===== src/rtl/lru_grant_sequencer.sv =====
// LRU arbiter that sequences one shared resource through grant, acknowledge and
// completion, holding the grant for the whole transaction and aborting stuck ones.
module lru_grant_sequencer #(
    parameter int NUMCLIENTS = 4,
    parameter int IDW        = $clog2(NUMCLIENTS),
    parameter int MAXHOLD    = 16,
    parameter int HCW        = $clog2(MAXHOLD + 1)
) (
    input  logic                  clk,
    input  logic                  rstn,
    input  logic [NUMCLIENTS-1:0] req,
    input  logic                  res_ack,
    input  logic                  res_done,
    output logic [NUMCLIENTS-1:0] gnt,
    output logic                  gnt_valid,
    output logic [IDW-1:0]        gnt_id,
    output logic                  res_start,
    output logic                  abort,
    output logic [1:0]            state_dbg
);

    // Handshake: gnt is held from res_start until done, withdrawal or abort;
    // res_ack counts only while the grant is in GRANT, res_done only after ack.
    typedef enum logic [1:0] {
        IDLE  = 2'd0,
        GRANT = 2'd1,
        BUSY  = 2'd2
    } state_t;

    state_t          state, state_nxt;
    logic [IDW-1:0]  age [NUMCLIENTS];
    logic [HCW-1:0]  hold_cnt;

    logic            win_found;
    logic [IDW-1:0]  win_id;
    logic [IDW-1:0]  win_age;
    logic [IDW-1:0]  cur_age;
    logic            load_gnt;
    logic            clr_gnt;
    logic            age_upd;
    logic            timeout;

    // Ages are a permutation, so the oldest requester is always unique.
    always_comb begin
        win_found = 1'b0;
        win_id    = '0;
        win_age   = '0;
        for (int i = 0; i < NUMCLIENTS; i++) begin
            if (req[i] && (!win_found || age[i] > win_age)) begin
                win_found = 1'b1;
                win_id    = IDW'(i);
                win_age   = age[i];
            end
        end
    end

    assign cur_age = age[gnt_id];

    always_comb begin
        state_nxt = state;
        load_gnt  = 1'b0;
        clr_gnt   = 1'b0;
        age_upd   = 1'b0;
        timeout   = 1'b0;
        case (state)
            IDLE: begin
                if (win_found) begin
                    load_gnt  = 1'b1;
                    state_nxt = GRANT;
                end
            end
            GRANT: begin
                if (res_ack) begin
                    age_upd = 1'b1;
                    if (res_done) begin
                        clr_gnt   = 1'b1;
                        state_nxt = IDLE;
                    end else begin
                        state_nxt = BUSY;
                    end
                end else if (!req[gnt_id]) begin
                    clr_gnt   = 1'b1;
                    state_nxt = IDLE;
                end
            end
            BUSY: begin
                if (res_done) begin
                    clr_gnt   = 1'b1;
                    state_nxt = IDLE;
                end else if (hold_cnt >= HCW'(MAXHOLD - 1)) begin
                    timeout   = 1'b1;
                    clr_gnt   = 1'b1;
                    state_nxt = IDLE;
                end
            end
            default: begin
                clr_gnt   = 1'b1;
                state_nxt = IDLE;
            end
        endcase
    end

    always_ff @(posedge clk or negedge rstn) begin
        if (!rstn) begin
            state     <= IDLE;
            gnt       <= '0;
            gnt_id    <= '0;
            res_start <= 1'b0;
            abort     <= 1'b0;
            hold_cnt  <= '0;
        end else begin
            state     <= state_nxt;
            res_start <= load_gnt;
            abort     <= timeout;
            if (load_gnt) begin
                gnt    <= NUMCLIENTS'(1) << win_id;
                gnt_id <= win_id;
            end else if (clr_gnt) begin
                gnt    <= '0;
                gnt_id <= '0;
            end
            if (state == GRANT) begin
                hold_cnt <= '0;
            end else if (state == BUSY && hold_cnt < HCW'(MAXHOLD - 1)) begin
                hold_cnt <= hold_cnt + 1'b1;
            end
        end
    end

    // Winner becomes youngest; everyone younger than it ages by one.
    always_ff @(posedge clk or negedge rstn) begin
        if (!rstn) begin
            for (int i = 0; i < NUMCLIENTS; i++) begin
                age[i] <= IDW'(NUMCLIENTS - 1 - i);
            end
        end else if (age_upd) begin
            for (int j = 0; j < NUMCLIENTS; j++) begin
                if (IDW'(j) == gnt_id) begin
                    age[j] <= '0;
                end else if (age[j] < cur_age) begin
                    age[j] <= age[j] + 1'b1;
                end
            end
        end
    end

    assign gnt_valid = |gnt;
    assign state_dbg = state;

endmodule

===== config.mk =====
export PLATFORM = sky130hd
export DESIGN_NAME = lru_grant_sequencer
export DESIGN_NICKNAME = d
export VERILOG_FILES = /design/src/rtl/lru_grant_sequencer.sv
export SDC_FILE = /design/constraint.sdc
export NUM_CORES = 1
export LEC_CHECK = 0
export ABC_CLOCK_PERIOD_IN_PS = 4100
export BUFFER_PORTS_ARGS = -buffer_cell sky130_fd_sc_hd__clkbuf_2
export CAP_MARGIN = 10
export CORE_MARGIN = 2
export CORE_UTILIZATION = 50
export CTS_CLUSTER_DIAMETER = 150
export CTS_CLUSTER_SIZE = 25
export DETAILED_ROUTE_END_ITERATION = 12
export PLACE_DENSITY_LB_ADDON = 0.3
export SYNTH_ARGS = -nofsm -noshare
export SYNTH_HDL_FRONTEND = slang
export SYNTH_SLANG_ARGS = --single-unit
export TNS_END_PERCENT = 50

===== constraint.sdc =====
create_clock -name clk -period 4.1 [get_ports clk]
set_input_delay 0 -clock clk [delete_from_list [all_inputs] [get_ports clk]]
set_output_delay 0 -clock clk [all_outputs]
set_load 0.1 [all_outputs]

; Word level (Yosys, flattened, before mapping)
; Cells that the tools add are included.
[word_totals]
elab_cells = 108
ff_bits = 23
inputBits = 8
out_inout_bits = 11
[op_classes]
n_addsub = 5
reduce_logical = 24
n_shift = 1
muxes = 48
n_lt_le_gt_ge = 11
n_eq_ne = 8
bitwise = 1
[op_table]
columns = operator, n
row1 = $mux W2, 23
row2 = $mux W1, 17
row3 = $reduce_bool A2 Y1, 6
row4 = $mux W5, 2
row5 = $add A2 B1 Y2 const B, 4
row6 = $lt A2 B2 Y1, 4
row7 = $mux W4, 2
row8 = $reduce_and A2 Y1, 4
row9 = $gt A2 B2 Y1, 3
row10 = $ne A3 B3 Y1 const B, 2
row11 = $pmux W2 S3, 1
row12 = $add A5 B1 Y5 const B, 1
row13 = $ge A5 B4 Y1 const B, 1
row14 = $lt A5 B4 Y1 const B, 1
row15 = $bmux W2 S2, 1
row16 = $eq A2 B2 Y1 const A, 2
row17 = $logic_and A1 B1 Y1, 4
row18 = $logic_not A2 Y1, 2
row19 = $reduce_or A4 Y1, 1
row20 = $shl A1 B2 Y4 const A, 1
row21 = $ge A3 B3 Y1 const B, 1
row22 = $logic_not A1 Y1, 3
row23 = $logic_or A1 B1 Y1, 3
row24 = $lt A2 B3 Y1 const B, 1
row25 = 8 further kinds, 8

; Longest topological paths before layout
[logic_depth]
depth_word = 16
mapped_depth = 16
ltp_nobuf = 15

; Least setup slack after synthesis
; No wires, ideal clock.
[synth_timing]
path_kind = flip-flop to flip-flop
from = reg age[7] (netlist name)
to = reg gnt_id[0]
required_time_ps = 3974
path_slack_ps = 245
arrival_time_ps = 3729
setup_ps = 126
stages_incl_launch_ff = 16
period_less_slack_ps = 3855
path_cell_list = dfstp_2 -> nand2_1 -> ha_1 -> nor2b_1 -> o311a_1 -> a32oi_1 -> ha_1 -> nor2b_1 -> o311ai_1 -> nor2_1 -> a21o_1 -> ha_1 -> nor2b_1 -> o211ai_1 -> nand2_1 -> a221o_1
[synth_between]
elab_chain_cells = 16
word_cells_on_any_way = 24
cone_classes = order compare: 3 / mux: 12 / reduce/logical: 9
[synth_lines]
columns = item, line
row1 = start: declaration, 31  ; logic [IDW-1:0] age [NUMCLIENTS];
row2 = start signal: indexed assignment, 134  ; age[i] <= IDW'(NUMCLIENTS - 1 - i);
row3 = start signal: indexed assignment, 141  ; age[j] <= age[j] + 1'b1;
row4 = $mux W2 (*), 49  ; if (req[i] && (!win_found || age[i] > win_age)) begin
row5 = $gt A2 B2 Y1, 49
row6 = $logic_or A1 B1 Y1, 49
row7 = $logic_and A1 B1 Y1, 49
row8 = $mux W2 or $mux W1 (tied branches), 49
row9 = $gt A2 B2 Y1 or $logic_not A1 Y1 (tied branches), 49
row10 = $logic_or A1 B1 Y1, 49
row11 = $logic_and A1 B1 Y1, 49
row12 = $mux W2 or $mux W1 (tied branches), 49
row13 = $gt A2 B2 Y1 or $logic_not A1 Y1 (tied branches), 49
row14 = $logic_or A1 B1 Y1, 49
row15 = $logic_and A1 B1 Y1, 49
row16 = $mux W1, 49
row17 = $mux W1, 67  ; if (win_found) begin
row18 = $mux W1, 65  ; case (state)
row19 = $mux W2 or $reduce_bool A2 Y1 (tied branches), -
row20 = end signal: assignment, 117  ; gnt_id <= win_id;
row21 = end: declaration, 16  ; output logic [IDW-1:0] gnt_id,
; Every way passes the cells marked *; elsewhere a longest branch is shown, timed or not.
; A chain may end at the register's enable or synchronous reset.

; Final worst setup path
; Ends and elaborated chain as after synthesis.

==> impl_metrics.json <==
{
  "synth_flop_cell": "dfrtp_1",
  "dpl_cell_area_um2": 1710,
  "synth-async-reset-ratio_pct": 100,
  "gp_congestion": 0.885,
  "worst_pin_slew_ns": 0.570,
  "core_um2": 3050,
  "die_w_um": 60.5,
  "skew_ns": 0.00353,
  "clockBufferDepth": 2,
  "synth_cell_types": 49,
  "min_to": "res_start",
  "yosys-top-cells-area": "dfrtp_1, ha_1, dfstp_2",
  "critPathMaxFanout": 4,
  "finalMaxSlewViolations": 0,
  "setup_viol": 0,
  "routedWlPerCell_um": 14.9,
  "drc": 0,
  "hold_viol": 0,
  "yosys_warnings": 0,
  "synth_compound_area_share_pct": 23.2,
  "drv_cap": 0,
  "n_antenna_cell": 0,
  "worstReg2RegEnd": "gnt_id[0]",
  "syn_area_per_cell_um2": 9.68,
  "grt_pass1_wl_mm": 6.02,
  "critPathRequiredTime_ns": 4.32,
  "chipHeight_um": 60.5,
  "rows": 20,
  "hold_start": "req[3]",
  "grt_max_degree": 24,
  "dp_hpwl_mm": 2.64,
  "synth_top_family_by_area": "compound AO/OA/AOI/OAI gates",
  "synth_seq_area_share_pct": 36.3,
  "worstSetupEndpointType": "register",
  "num-fill-cells": 256,
  "dieArea_um2": 3660,
  "timing.rr.start": "age[7]",
  "p_leak_nw": 0.795,
  "cts_made_buffers": 3,
  "critPathKind": "register to register",
  "finalInstanceArea_um2": 1850,
  "fmaxAchievable_mhz": 254,
  "fin_crit_sh_pct": 96.1,
  "synth.net_count": 185,
  "hold_path_depth": 2,
  "area_growth_pct": 15.5,
  "io_buffers": 18,
  "yosys.area_share.adder_pct": 9.40,
  "start_util_pct": 52.3,
  "vias": 1393,
  "total_power_w": 0.00102,
  "finalSetupTns_ns": 0,
  "first_iter_violations": 83,
  "arrival_ns": 4.16,
  "grt_overflow": 0,
  "synth-xor-area-share_pct": 0,
  "synth_edf_count": 0,
  "ff2ff_path_depth": 15,
  "ios": 19,
  "antenna_found_initial": 0,
  "synthCells": 165,
  "grt_usage_pct": 21.7,
  "fin_util_pct": 60.5,
  "multi_input_area_um2": 971,
  "power_density_nw_per_um2": 554,
  "synth_most_common_cell": "dfrtp_1",
  "synth_common_cells": "dfrtp_1, nand2_1, ha_1",
  "regArea_um2": 581,
  "yosys.area.top_type": "dfrtp_1",
  "synth-simple-area-share_pct": 21.1,
  "final.min_clock_period_ns": 3.94,
  "root_buffer": "clkbuf_4",
  "r2r_slack_ns": 0.16,
  "clock_sinks": 23,
  "netlist_area_um2": 1600,
  "grt_pass1_vias": 1367,
  "synth-seq-cells": 23,
  "peakVddDrop_v": 0.000193,
  "path_clk_slew_ns": 0.13,
  "critPathLaunchType": "register",
  "ant_nets": 0,
  "drt_wl_total_mm": 3.50,
  "clk_latency_ns": 0.32,
  "drive_gt1_share_pct": 27.2,
  "synth_mux_area_share_pct": 4.93,
  "hp-class": "primary input to register",
  "status": "finished, final reports clean",
  "cts-htree-levels": 1,
  "viasPerCell": 5.93,
  "synth_top_area_share_pct": 29.8,
  "firstDrtPassIters": 4,
  "tritoncts": "done",
  "relSlewSlack_pct": 62.0,
  "nets": 212
}
-- layer usage --
metal / wire [um] / track usage (%)
met5: 0 / 0
met2: 1710 / 37.9
met3: 160 / 2.99
met1: 1520 / 26.5
met4: 99 / 10.6
-- layout make-up --
class	count	area share, %
Timing Repair Buffer	28	9.22
Tap cell	44	2.98
Clock buffer	3	1.22
Sequential cell	23	31.5
Inverter	11	2.24
Multi-Input combinational cell	125	52.6
Clock inverter	1	0.271
-- cells in the final DEF (no fill, tap or decap), drive strengths merged, types with 2 or more instances in the layout --
cell type     n
dfstp         4
dlygate4sd3   2
o2bb2ai       3
o211ai        4
buf           8
a31oi         2
or4           2
nand2        13
nor2b        10
dfrtp        19
a211oi        2
nor2         10
a22o          3
mux2          3
nor3          9
o22a          2
inv          11
ha           12
nand3         7
mux4          2
clkbuf       21
o31ai         2
a21oi         6
nor3b         4
o21ai         6
o21a          3
and3          2
nand4         2
-- cell families after synthesis --
group | after synthesis
AOI/OAI and AO/OA | 45
muxes | 5
and+or+nand+nor | 63
DFF | 23
adders and majority gates | 12
buffers and inverters | 17
-- repair_timing --
item	4_1_cts	5_1_grt
endpoints found under the setup margin	0	6
gates resized for setup	0	4
setup buffers	0	7
endpoints found under the hold margin	21	0
hold buffers	2	0
-- worst max-delay path, stage by stage, from the launching register on --
cell and delay, ns:
dfstp_2 0.56, nand2_1 0.09, ha_4 0.23, nor2b_1 0.14
o311a_1 0.40, a32oi_2 0.21, ha_1 0.29, nor2b_1 0.16
o311ai_2 0.36, buf_4 0.18, a21o_1 0.11, ha_1 0.23
nor2b_1 0.13, o211ai_1 0.31, nand2_1 0.13, a221o_1 0.30
-- sequential cells by signal (all words and copies together), names as in the netlist --
register	flops
gnt_id	2
res_start	1
abort	1
gnt	4
hold_cnt	5
age	8
state_dbg	2
-- metrics by stage --
| stage | setup slack, ns | std cells | hold slack, ns |
|---|---|---|---|
| 2_1_floorplan | 0.245 | 165 | -0.296 |
| 3_3_place_gp | 0.245 | 222 | 0.0141 |
| 3_5_place_dp | 0.0727 | 222 | 0.0261 |
| 4_1_cts | 0.0556 | 228 | 0.0320 |
| 5_1_grt | -0.00958 | 235 | 0.0273 |
| 6_report | 0.159 | 235 | 0.0447 |
-- report_power, final --
group | switching, W | leakage, nW | total [W] | internal (W)
Clock | 0.0000701 | 0.0177 | 0.000107 | 0.0000365
Combinational | 0.000437 | 0.481 | 0.000569 | 0.000132
Sequential | 0.0000820 | 0.297 | 0.000347 | 0.000265
Total | 0.000589 | 0.795 | 0.00102 | 0.000433
-- worst max path at each step --
stage,to,from
2_1_floorplan,gnt_id[0],age[7]
3_3_place_gp,gnt_id[0],age[7]
3_5_place_dp,gnt_id[0],age[7]
4_1_cts,gnt_id[0],age[7]
5_1_grt,gnt_id[0],age[7]
6_report,gnt_id[0],age[7]
(Power assumes the default switching activity.)
